===== src/rtl/ram_loader.sv =====
// ram_loader: sequences writes into a small RAM, either streaming words from a
// valid/ready source into addresses 0..COUNT-1 or zero-filling every address.
// Optional readback check after each write: define RAM_LOADER_VERIFY_EN.
// All outputs come straight from flops; control outputs are decoded from the
// next state so they line up with the state they describe.
module ram_loader #(
    parameter int WIDTH      = 16,
    parameter int ADDR_WIDTH = 3
) (
    input  logic                  CLK,
    input  logic                  RESET,
    input  logic                  START,
    input  logic                  CLEAR,
    input  logic [ADDR_WIDTH:0]   COUNT,
    input  logic [WIDTH-1:0]      DIN,
    input  logic                  DIN_VALID,
    output logic                  DIN_READY,
    output logic [ADDR_WIDTH-1:0] MEM_ADDR,
    output logic [WIDTH-1:0]      MEM_IN,
    output logic                  MEM_LOAD,
    input  logic [WIDTH-1:0]      MEM_OUT,
    output logic                  BUSY,
    output logic                  DONE,
    output logic                  ERROR
);

    localparam logic [ADDR_WIDTH:0]   DEPTH     = {1'b1, {ADDR_WIDTH{1'b0}}};
    localparam logic [ADDR_WIDTH-1:0] LAST_ADDR = {ADDR_WIDTH{1'b1}};
    localparam logic [ADDR_WIDTH:0]   ONE       = {{ADDR_WIDTH{1'b0}}, 1'b1};

    typedef enum logic [2:0] {
        S_IDLE, S_LOAD, S_WRITE, S_CLEAR, S_VERIFY, S_DONE
    } state_t;

    state_t                state_q, state_d;
    logic [ADDR_WIDTH-1:0] addr_q, addr_d;
    logic [ADDR_WIDTH:0]   rem_q, rem_d;
    logic [WIDTH-1:0]      mem_in_q, mem_in_d;   // doubles as the latched word
    logic                  din_ready_q, din_ready_d;
    logic                  mem_load_q, mem_load_d;
    logic                  busy_q, busy_d;
    logic                  done_q, done_d;
    logic                  error_q, error_d;
    logic [ADDR_WIDTH:0]   cnt_sat;
    logic                  handshake;

`ifdef RAM_LOADER_VERIFY_EN
    logic                  clr_q, clr_d;         // VERIFY needs to know which sequence it belongs to
`else
    logic                  unused_mem_out;
    assign unused_mem_out = ^MEM_OUT;
`endif

    assign cnt_sat   = (COUNT > DEPTH) ? DEPTH : COUNT;
    assign handshake = (state_q == S_LOAD) && din_ready_q && DIN_VALID;

    // Next-state, counters and registered-output decode
    always_comb begin
        state_d  = state_q;
        addr_d   = addr_q;
        rem_d    = rem_q;
        mem_in_d = mem_in_q;
        error_d  = error_q;
`ifdef RAM_LOADER_VERIFY_EN
        clr_d    = clr_q;
`endif
        case (state_q)
            S_IDLE: begin
                if (CLEAR) begin
                    state_d  = S_CLEAR;
                    addr_d   = '0;
                    mem_in_d = '0;
                    error_d  = 1'b0;
`ifdef RAM_LOADER_VERIFY_EN
                    clr_d    = 1'b1;
`endif
                end else if (START) begin
                    addr_d  = '0;
                    error_d = 1'b0;
                    if (cnt_sat != '0) begin
                        state_d = S_LOAD;
                        rem_d   = cnt_sat;
`ifdef RAM_LOADER_VERIFY_EN
                        clr_d   = 1'b0;
`endif
                    end else begin
                        state_d = S_DONE;
                    end
                end
            end
            S_LOAD: begin
                if (handshake) begin
                    mem_in_d = DIN;
                    state_d  = S_WRITE;
                end
            end
            S_WRITE: begin
                rem_d = rem_q - ONE;
`ifdef RAM_LOADER_VERIFY_EN
                state_d = S_VERIFY;   // address held for the readback
`else
                addr_d  = addr_q + 1'b1;
                state_d = (rem_q > ONE) ? S_LOAD : S_DONE;
`endif
            end
            S_CLEAR: begin
`ifdef RAM_LOADER_VERIFY_EN
                state_d = S_VERIFY;
`else
                if (addr_q == LAST_ADDR) state_d = S_DONE;
                else                     addr_d  = addr_q + 1'b1;
`endif
            end
            S_VERIFY: begin
`ifdef RAM_LOADER_VERIFY_EN
                // mem_in_q still holds the word just written (0 for a clear)
                if (MEM_OUT != mem_in_q) error_d = 1'b1;
                addr_d = addr_q + 1'b1;
                if (clr_q) state_d = (addr_q == LAST_ADDR) ? S_DONE : S_CLEAR;
                else       state_d = (rem_q != '0) ? S_LOAD : S_DONE;
`else
                state_d = S_IDLE;
`endif
            end
            S_DONE:  state_d = S_IDLE;
            default: state_d = S_IDLE;
        endcase

        din_ready_d = (state_d == S_LOAD);
        mem_load_d  = (state_d == S_WRITE) || (state_d == S_CLEAR);
        busy_d      = (state_d == S_LOAD) || (state_d == S_WRITE) ||
                      (state_d == S_CLEAR) || (state_d == S_VERIFY);
        done_d      = (state_d == S_DONE);
    end

    // State, counters and output registers with synchronous reset
    always_ff @(posedge CLK) begin
        if (RESET) begin
            state_q     <= S_IDLE;
            addr_q      <= '0;
            rem_q       <= '0;
            mem_in_q    <= '0;
            din_ready_q <= 1'b0;
            mem_load_q  <= 1'b0;
            busy_q      <= 1'b0;
            done_q      <= 1'b0;
            error_q     <= 1'b0;
`ifdef RAM_LOADER_VERIFY_EN
            clr_q       <= 1'b0;
`endif
        end else begin
            state_q     <= state_d;
            addr_q      <= addr_d;
            rem_q       <= rem_d;
            mem_in_q    <= mem_in_d;
            din_ready_q <= din_ready_d;
            mem_load_q  <= mem_load_d;
            busy_q      <= busy_d;
            done_q      <= done_d;
            error_q     <= error_d;
`ifdef RAM_LOADER_VERIFY_EN
            clr_q       <= clr_d;
`endif
        end
    end

    assign DIN_READY = din_ready_q;
    assign MEM_ADDR  = addr_q;
    assign MEM_IN    = mem_in_q;
    assign MEM_LOAD  = mem_load_q;
    assign BUSY      = busy_q;
    assign DONE      = done_q;
    assign ERROR     = error_q;

endmodule


===== config.mk =====
export PLATFORM = sky130hd
export DESIGN_NAME = ram_loader
export DESIGN_NICKNAME = d
export VERILOG_FILES = /design/src/rtl/ram_loader.sv
export SDC_FILE = /design/constraint.sdc
export NUM_CORES = 1
export LEC_CHECK = 0
export ABC_AREA = 1
export CELL_PAD_IN_SITES_DETAIL_PLACEMENT = 1
export CELL_PAD_IN_SITES_GLOBAL_PLACEMENT = 2
export CORE_ASPECT_RATIO = 0.8
export CORE_MARGIN = 3
export CORE_UTILIZATION = 22
export CTS_CLUSTER_DIAMETER = 50
export DETAILED_ROUTE_END_ITERATION = 12
export GPL_TIMING_DRIVEN = 0
export PLACE_DENSITY = 0.83
export SLEW_MARGIN = 15
export SYNTH_ARGS = -nofsm -noshare
export SYNTH_HDL_FRONTEND = slang
export SYNTH_SLANG_ARGS = --single-unit

===== constraint.sdc =====
create_clock -name CLK -period 2.1 [get_ports CLK]
set_clock_uncertainty 0.2 [all_clocks]
set_input_delay 0.21 -clock CLK [delete_from_list [all_inputs] [get_ports CLK]]
set_output_delay 0.21 -clock CLK [all_outputs]
set_load 0.01 [all_outputs]

==> impl_metrics.csv <==
group,metric,value,unit
outcome,status,"completed",
yosys,synth_top_cell_by_area,"dfxtp_1",
setup_path,critPathMaxStageDelay,390,ps
timing,slew_headroom,0.539,
timing,fmax,0.548,GHz
global_routing,grt-ovfl-total,0,
yosys,netlist_area,1540,sq um
timing,finalHoldViolCount,0,
setup_path,crit_cells,8,
setup_path,cp_max_fo,4,
die,rows,26,
setup_path,worstSetupStartpoint,"rem_q[0]",
global_routing,grt_pass1_vias,1497,
yosys,synth_nets,249,
setup_path,crit_path_top_delay_cell,"dfxtp_1",
clock_network,clkTransAtPathRegs,70,ps
setup_path,path_class,"register to register",
routing,avgRoutedWirePerCell,12.7,um
flow_run,maxCapViolCount,0,
placement,dp_hpwl,3370,um
final_layout,area_delta_synth_final,43.5,%
die,dieArea,8050,sq um
power,p_sw,0.000611,W
yosys,synth-seq-cells,30,
yosys,synth-seq-area-share,0.390,
power,pwr-share-comb,0.330,
final_layout,instances_no_fill,343,
power,p_leak,0.910,nW
timing,tightestPinTransition,691,ps
setup_path,cp.arrival,1860,ps
power,cellPowerDensity,793,nW/um^2
setup_path,rr_endpoint,"BUSY",
power,seq_power_share,0.384,
clock_network,clock_path_buffers,2,
worst_hold_path,hold_path.class,"register to register",
final_layout,fin_util,0.337,
clock_network,cts_hold_buffers,0,
clock_network,cts-root-buf,"clkbuf_8",
die,core-area,6570,sq um
setup_path,r2r_slack,280,ps
final_layout,diodes,0,
routing,drt-pass1-iter-count,4,
placement,placed_cells,335,
timing,fin_tns_setup,0,ps
clock_network,clk_latency,290,ps
final_layout,fin_nets,303,
routing,drt_iter0_drc,35,
clock_network,cts_setup_buffers,0,
global_routing,grt_max_degree,11,
routing,post-route-drc-count,0,
die,ios,65,
timing,post-route-period-util,0.869,
routing,vias,1474,
yosys,syn_inst,204,
routing,post_drt_via_cell_ratio,4.30,
yosys,ys_warn_count,0,
setup_path,ff2ff_path_depth,8,
clock_network,numCtsBuffers,5,
clock_network,cts_resized,0,
clock_network,cts_tree,"done",
setup_path,worstSetupEndpoint,"BUSY",
clock_network,cts_sinks,30,
placement,place_congestion,0.761,
power,power_frac_clock,0.285,
clock_network,htree_levels,2,
die,die_y,80.9,um
setup_path,worst_setup_path_start_kind,"register",
die,initial_core_util,0.235,
timing,slew_violations,0,
power,max-vdd-ir-drop,0.268,mV
yosys,syn_avg_cell_area,7.56,sq um
global_routing,grt_pass1_wl,7450,um
setup_path,crit_chain,"inv_1 -> ha_1 -> or2_2 -> nand3_1 -> nand2_1 -> nor2_1 -> nand2_1 -> nor2_1",
setup_path,cp_top_family,"simple AND/OR/NAND/NOR gates",
die,fp.dieW,99.6,um
routing,finalWirelength,4370,um
timing,period_minus_slack,1820,ps
power,netSwitchingFraction,0.348,
placement,portBuffers,47,
global_routing,grt_use_total,0.119,
setup_path,path_buf_inv,1,
setup_path,crit_required,2130,ps
yosys,synth_area_leaders,"dfxtp_1 39%, nand2_1 10%, nand3_1 9.7%",
timing,setup_violations,0,
yosys,yosysTopAreaCellShare,0.390,
routing,drtAntennaViolNets,0,
setup_path,reg2reg_from,"rem_q[0]",
timing,rsz0062_at_grt,"no",
setup_path,cp-end-kind,"register",
final_layout,drive_above_1_share,0.166,
global_routing,grt_antenna_before_repair,0,
yosys,ys_types,22,
power,internal-power,0.00114,W
## final cells by class
cell class / count / area (sq um)
plain buffers: 7 / 52.6
clock buffers: 6 / 82.6
clock inverters: 2 / 12.5
fillers: 822 / 4360
inverters: 20 / 75.1
multi-input cells: 147 / 813
flip-flops and latches: 30 / 601
well taps: 84 / 105
repair buffers: 47 / 470
## state kept, by name (all words and copies together) (netlist names)
name / flops
MEM_IN: 16
MEM_ADDR: 3
MEM_LOAD: 1
rem_q: 4
DIN_READY: 1
DONE: 1
BUSY: 1
state_q: 3
## cells in the final DEF, fill, tap and decap left out, types with 2 or more instances in the layout
cell and count:
ha_1 4, o21ai_0 5, clkdlybuf4s50_1 47, inv_1 17, nand3_1 30, buf_4 2, clkbuf_1 2, nand3_2 10
nand2_1 42, nand2_4 3, a21oi_1 7, clkbuf_8 6, a21oi_2 10, dfxtp_1 30, buf_2 2, nor2_1 30
inv_2 3
## worst reg2reg max path, delay by kind of cell, from the launching register on
family,cells,cell delay [ps]
buffers and inverters,1,80
adder cells (fa/ha/maj),1,230
flip-flops,1,390
AND/OR/NAND/NOR,6,860
## power by group through the flow
stage / Sequential [W] / Combinational (W) / Clock, W
floorplan: 0.000697 / 0.000357 / 0
global placement: 0.000687 / 0.000576 / 0
detailed placement: 0.000688 / 0.000589 / 0
CTS: 0.000675 / 0.000591 / 0.000521
global route: 0.000684 / 0.000665 / 0.000542
finish: 0.000674 / 0.000579 / 0.000500
## cells by family after synthesis
logic type,synth area share
AO/OA/AOI/OAI,0.0958
adder cells (fa/ha/maj),0.0325
buffers and inverters,0.0828
flip-flops,0.390
other,0.00243
AND/OR/NAND/NOR,0.397
## Yosys cell counts
master and count:
conb_1 1, buf_12 1, nand3_1 30, or2_2 1, nor2_2 1, nand2_1 42, ha_1 4, nand2_8 1
clkbuf_1 2, o21ai_0 5, nor3_1 1, buf_2 2, a21oi_2 10, nand2_4 3, inv_1 17, nand3_2 10
buf_4 2, a21oi_1 7, nor2_8 1, inv_2 3, dfxtp_1 30, nor2_1 30
## routing by layer
layer / wire (um) / global-route usage / vias to the layer above
met5: 0 / 0 / -
met4: 60 / 0.0491 / 0
met3: 346 / 0.0446 / 5
met2: 1800 / 0.174 / 42
met1: 2170 / 0.156 / 667
li1: - / - / 760
## per-stage QoR
stage / setup WS, ps / area (sq um) / power (W) / hold slack [ps]
after floorplan: 533 / 1540 / 0.00105 / 153
after global placement: 259 / 2120 / 0.00126 / 280
after detailed placement: 224 / 2120 / 0.00128 / 284
after CTS: 211 / 2210 / 0.00179 / 281
after global routing: 64.4 / 2210 / 0.00189 / 297
final: 275 / 2210 / 0.00175 / 290
## worst min-delay path by stage
stage          startpoint         end  slack (ps)  depth (start not counted)
2_1_floorplan     DIN[10]  MEM_IN[10]         150                          2
3_3_place_gp    MEM_IN[0]   MEM_IN[0]         280                          2
3_5_place_dp    MEM_IN[3]   MEM_IN[3]         280                          2
4_1_cts            DIN[8]   MEM_IN[8]         280                          3
5_1_grt           DIN[11]  MEM_IN[11]         300                          3
6_report        MEM_IN[3]   MEM_IN[3]         290                          2
No activity file was read; power rests on OpenSTA's default activity.
